===== src/rtl/cpu_step_ctrl_if.sv =====
// cpu_step_ctrl_if: run-control bundle between the button front end and cpu_step_ctrl
// master drives the pulses and brk_hit; slave returns cpu_ce, running, busy and step_count.
interface cpu_step_ctrl_if #(
  parameter int CNT_W = 32
);
  logic             step_pulse;
  logic             burst_pulse;
  logic             run_pulse;
  logic             brk_hit;
  logic             cpu_ce;
  logic             running;
  logic             busy;
  logic [CNT_W-1:0] step_count;
  modport master (
    output step_pulse, burst_pulse, run_pulse, brk_hit,
    input  cpu_ce, running, busy, step_count
  );
  modport slave (
    input  step_pulse, burst_pulse, run_pulse, brk_hit,
    output cpu_ce, running, busy, step_count
  );
endinterface


===== src/rtl/cpu_step_ctrl.sv =====
// cpu_step_ctrl: turns debounced button pulses into the RV32I core clock-enable
// clk/rst: system clock and synchronous active-high reset.
// io (slave): step/burst/run pulses and brk_hit in; registered cpu_ce, running, busy, step_count out.
module cpu_step_ctrl #(
  parameter int BURST_LEN = 16,
  parameter int RUN_DIV   = 1,
  parameter int CNT_W     = 32
) (
  input logic            clk,
  input logic            rst,
  cpu_step_ctrl_if.slave io
);
  typedef enum logic [1:0] {IDLE, STEP, BURST, RUN} state_t;
  localparam logic [15:0] BURST_MAX = 16'(BURST_LEN - 1);
  localparam logic [23:0] DIV_MAX   = 24'(RUN_DIV - 1);
  state_t           state_q, state_d;
  logic [15:0]      bcnt_q, bcnt_d;
  logic [23:0]      div_q, div_d;
  logic             seen_q, seen_d;
  logic             ce_q, ce_d;
  logic             running_q, running_d;
  logic             busy_q, busy_d;
  logic             brk;
  logic [CNT_W-1:0] count_q;
  always_ff @(posedge clk) begin
    if (rst) begin
      state_q   <= IDLE;
      bcnt_q    <= '0;
      div_q     <= '0;
      seen_q    <= 1'b0;
      ce_q      <= 1'b0;
      running_q <= 1'b0;
      busy_q    <= 1'b0;
      count_q   <= '0;
    end else begin
      state_q   <= state_d;
      bcnt_q    <= bcnt_d;
      div_q     <= div_d;
      seen_q    <= seen_d;
      ce_q      <= ce_d;
      running_q <= running_d;
      busy_q    <= busy_d;
      count_q   <= count_q + CNT_W'(ce_q);
    end
  end
  // A breakpoint only stops an episode once it has issued an enable (this cycle or earlier),
  // so the user can resume from a PC that still matches.
  assign brk = (state_q == BURST || state_q == RUN) && io.brk_hit && (ce_q || seen_q);
  always_comb begin
    state_d = state_q;
    bcnt_d  = bcnt_q;
    div_d   = div_q;
    seen_d  = seen_q | ce_q;
    unique case (state_q)
      IDLE: begin
        if (io.run_pulse) begin
          state_d = RUN;
          div_d   = '0;
          seen_d  = 1'b0;
        end else if (io.burst_pulse) begin
          state_d = BURST;
          bcnt_d  = '0;
          seen_d  = 1'b0;
        end else if (io.step_pulse) begin
          state_d = STEP;
        end
      end
      STEP: state_d = IDLE;
      BURST: begin
        if (brk) begin
          state_d = IDLE;
        end else if (io.run_pulse) begin
          state_d = RUN;
          div_d   = '0;
          seen_d  = 1'b0;
        end else if (bcnt_q == BURST_MAX) begin
          state_d = IDLE;
        end else begin
          bcnt_d = bcnt_q + 16'd1;
        end
      end
      RUN: begin
        state_d = (brk || io.run_pulse) ? IDLE : RUN;
        div_d   = (div_q == DIV_MAX) ? '0 : div_q + 24'd1;
      end
      default: state_d = IDLE;
    endcase
  end
  // Enables fire when the divider lands on its last count, giving the first one RUN_DIV cycles after entry.
  always_comb begin
    ce_d      = state_d == STEP || state_d == BURST || (state_d == RUN && div_d == DIV_MAX);
    running_d = state_d == RUN;
    busy_d    = state_d == BURST;
  end
  assign io.cpu_ce     = ce_q;
  assign io.running    = running_q;
  assign io.busy       = busy_q;
  assign io.step_count = count_q;
endmodule


===== src/flat_wrapper.sv =====
// flat-port wrapper written by rule: the top's interface ports become plain ports
module cpu_step_ctrl_flat 
#(
  parameter int BURST_LEN = 16,
  parameter int RUN_DIV   = 1,
  parameter int CNT_W     = 32
)
  (clk, rst, io_step_pulse, io_burst_pulse, io_run_pulse, io_brk_hit, io_cpu_ce, io_running, io_busy, io_step_count);
  cpu_step_ctrl_if #(.CNT_W(CNT_W)) io_i ();
  input logic clk;
  input logic rst;
  input wire logic [$bits(io_i.step_pulse)-1:0] io_step_pulse;
  input wire logic [$bits(io_i.burst_pulse)-1:0] io_burst_pulse;
  input wire logic [$bits(io_i.run_pulse)-1:0] io_run_pulse;
  input wire logic [$bits(io_i.brk_hit)-1:0] io_brk_hit;
  output wire logic [$bits(io_i.cpu_ce)-1:0] io_cpu_ce;
  output wire logic [$bits(io_i.running)-1:0] io_running;
  output wire logic [$bits(io_i.busy)-1:0] io_busy;
  output wire logic [$bits(io_i.step_count)-1:0] io_step_count;
  assign io_i.step_pulse = io_step_pulse;
  assign io_i.burst_pulse = io_burst_pulse;
  assign io_i.run_pulse = io_run_pulse;
  assign io_i.brk_hit = io_brk_hit;
  assign io_cpu_ce = io_i.cpu_ce;
  assign io_running = io_i.running;
  assign io_busy = io_i.busy;
  assign io_step_count = io_i.step_count;
  cpu_step_ctrl #(.BURST_LEN(BURST_LEN), .RUN_DIV(RUN_DIV), .CNT_W(CNT_W)) u_core (.clk(clk), .rst(rst), .io(io_i));
endmodule

===== config.mk =====
export PLATFORM = sky130hd
export DESIGN_NAME = cpu_step_ctrl_flat
export DESIGN_NICKNAME = d
export VERILOG_FILES = /design/src/rtl/cpu_step_ctrl_if.sv /design/src/rtl/cpu_step_ctrl.sv /design/src/flat_wrapper.sv
export SDC_FILE = /design/constraint.sdc
export NUM_CORES = 1
export LEC_CHECK = 0
export BUFFER_PORTS_ARGS = -buffer_cell sky130_fd_sc_hd__buf_2
export CORE_UTILIZATION = 50
export CTS_CLUSTER_DIAMETER = 120
export DETAILED_ROUTE_END_ITERATION = 16
export GPL_TIMING_DRIVEN = 1
export PLACE_DENSITY = 0.69
export SLEW_MARGIN = 20
export SYNTH_ARGS = -nofsm -noshare
export SYNTH_HDL_FRONTEND = slang
export SYNTH_SLANG_ARGS = --single-unit

===== constraint.sdc =====
create_clock -name clk -period 2.8 [get_ports clk]
set_input_delay 0.28 -clock clk [delete_from_list [all_inputs] [get_ports clk]]
set_output_delay 0.28 -clock clk [all_outputs]
set_load 0.01 [all_outputs]

==> summary.txt <==
Critical path
  • CP max stage delay: 0.40 ns
  • CP endpoint kind: flop
  • Type of the worst setup path: reg2reg
  • Slowest cell on crit path: a311o_1
  • Crit start category: flop
  • Critical-path cell list: ha_1 -> nand2_1 -> nor4b_1 -> a311o_1 -> a21oi_2 -> ha_1 -> nor2b_1 -> nand2_1 -> a2111oi_2 -> nand4_1 -> o41ai_2
  • Crit path max fanout: 6
  • CP bufs+invs: 0
  • CP required: 3.07 ns
  • Worst path top cell family by delay: compound AO/OA/AOI/OAI gates
  • Crit path DAT: 2.81 ns

Min path
  • Hold Crit Class: in2reg

STA
  • Worst Tran Pin Value: 0.635 ns
  • RSZ-0062 raised after global routing: false
  • Final period utilization: 90.7%
  • Setup TNS: 0 ns
  • FMAX: 394 MHz
  • Final worst slack: 0.261 ns
  • WHS: 0.269 ns
  • Final setup fails: 0
  • Final worst path period need: 2.54 ns
  • Final Max Tran Viols: 0
  • Max-slew headroom: 57.3%
  • Final Hold Fails: 0
  • Setup Skew: 0.00947 ns

Clock tree
  • Number of buffers created by CTS: 9
  • Register clock-pin slew on the reported worst setup and hold paths: 0.09 ns
  • Root buffer cell: clkbuf_8
  • CTS sink count: 78
  • Cts hold-fix bufs: 0
  • H-tree depth: 3
  • CTS tree: done
  • Max clock buf depth: 2
  • Worst-Skew Late Latency: 0.36 ns

Floorplan
  • Initial Utilization: 52.6%
  • Total die area: 8660 um2
  • Die span in y: 93.1 um
  • Std-Cell Rows: 32
  • Num ports: 41
  • Width of the chip: 93.1 um
  • Core Box Area: 7890 um2

GRT
  • First-pass GRT wire length: 16.6 mm
  • Gr ovfl total: 0
  • Most Crowded Layer GR: met2
  • GRT met3 Usage: 4.23%
  • Largest net degree at the start of global routing: 48
  • Gr usage total: 24.1%
  • Met2 GRT Util: 38.1%
  • Met1 Use GR: 31.3%
  • Initial antenna violation count: 0
  • Vias in the first global route: 3646

Flow run
  • Max Cap Violations: 0

Power
  • Power Total: 2.41 mW
  • Maximum vdd drop: 314 uV
  • LEAKAGE: 1.68 nW
  • PD cells: 514 nW/um2

Route
  • First drt pass iteration count: 5
  • DRC violation count after routing: 0
  • Number of DRC markers in iteration 0: 242
  • Vias per cell: 5.76
  • Antenna-violating nets left: 0
  • Drt wl/cell: 14.7 um
  • Routed WL: 9.95 mm
  • Vias post-DR: 3896

Logic synthesis
  • Async SR Flop Fraction: 0%
  • Distinct cell type count after synthesis: 54
  • Number of enable flip-flop cells after synthesis: 0
  • Most frequent cell after synthesis: dfxtp_1
  • Syn avg cell area: 7.81 um2
  • Yosys top cell by area: dfxtp_1
  • Syn Nets: 544
  • Cell count after synthesis: 531
  • Synth Flop Type: dfxtp_1
  • Commonest cells in the netlist: 78 x dfxtp_1, 75 x nor2_1, 50 x nand2_1, 34 x o21ai_0, 32 x a21oi_1
  • Yosys reg bits: 78
  • Top cells by area, synth: dfxtp_1 38%, nor2_1 6.8%, xnor2_1 5.1%, nand2_1 4.5%, o21ai_0 4.1%
  • Post-synthesis cell area: 4150 um2
  • Top-area cell type share of the netlist area: 37.6%
  • Number of synthesis warnings: 0
  • Share of the yosys chip area belonging to registers: 37.6%

Placed design
  • Routability congestion estimate: 0.958
  • Cells after DPL: 660
  • DP Area: 4470 um2
  • Pre-CTS WS: 0.185 ns
  • DP Wirelength: 7.13 mm
  • Port-buffer cells: 40

Layout
  • Core Util, Final: 59.4%
  • Non-Filler Instances: 676
  • Layout cells sized above 1: 14.5%
  • Diode count: 0
  • Design area: 4680 um2
  • Nets: 582
  • Area growth syn-to-layout: 12.9%

Outcome
  • Status: finished, final reports clean
power breakdown:
part	leakage (nW)	switching [mW]	internal (mW)
registers	0.630	0.0468	1.15
clock network	0.106	0.463	0.426
logic	0.945	0.198	0.123
sequential cells by signal (all words and copies together) (netlist names):
name                  flops
u_core.io.step_count     32
u_core.div_q             24
u_core.bcnt_q            16
u_core.state_q            2
u_core.io.busy            1
u_core.io.cpu_ce          1
u_core.io.running         1
u_core.seen_q             1
routing by layer:
layer	wire length, um	up-vias
met5	0	-
met4	241	0
met3	550	21
met2	4630	121
met1	4520	1808
li1	-	1946
layout by cell type, fill, tap and decap left out, types with 4 or more instances in the layout:
cell type	count
dfxtp_1	78
nor2_1	75
nand2_1	50
buf_2	40
o21ai_0	34
a21oi_1	31
xnor2_1	24
nand3_1	24
xor2_1	19
nor3_1	18
inv_1	16
nor4_1	16
buf_4	16
nand4_1	12
or3_1	12
and3_1	9
clkbuf_8	9
nand2b_1	7
ha_1	7
a22oi_1	6
nor2b_1	6
nor3b_1	5
and2_1	5
nand3b_1	4
a31oi_1	4
kinds of logic after synthesis:
| family | share of synthesized area, % |
|---|---|
| and+or+nand+nor | 30.5 |
| AOI/OAI and AO/OA | 16.1 |
| DFF | 37.6 |
| buffers and inverters | 4.55 |
| xor gates and xnor gates | 9.08 |
| adders and majority gates | 2.11 |
layout make-up:
class	count	area, um2
clock inverters	7	81.3
repair buffers	56	320
inverters	16	60.1
multi-input cells	408	2410
well taps	102	128
flip-flops and latches	78	1560
clock buffers	9	124
fillers	705	3200
final timing paths:
check | slack [ns] | cells after the start | start | end
hold / removal | 0.27 | 2 | rst | u_core.io.step_count[20]
hold reg to reg | 0.48 | 2 | u_core.bcnt_q[1] | u_core.bcnt_q[1]
setup reg to reg | 0.26 | 11 | u_core.bcnt_q[0] | u_core.io.cpu_ce
setup / recovery | 0.26 | 11 | u_core.bcnt_q[0] | u_core.io.cpu_ce
timing repair:
item | CTS | global route
endpoints found under the setup margin | 0 | 1
resized for setup | 0 | 1
setup buffers | 0 | 0
Note: power is estimated with default switching activity, not from simulation.
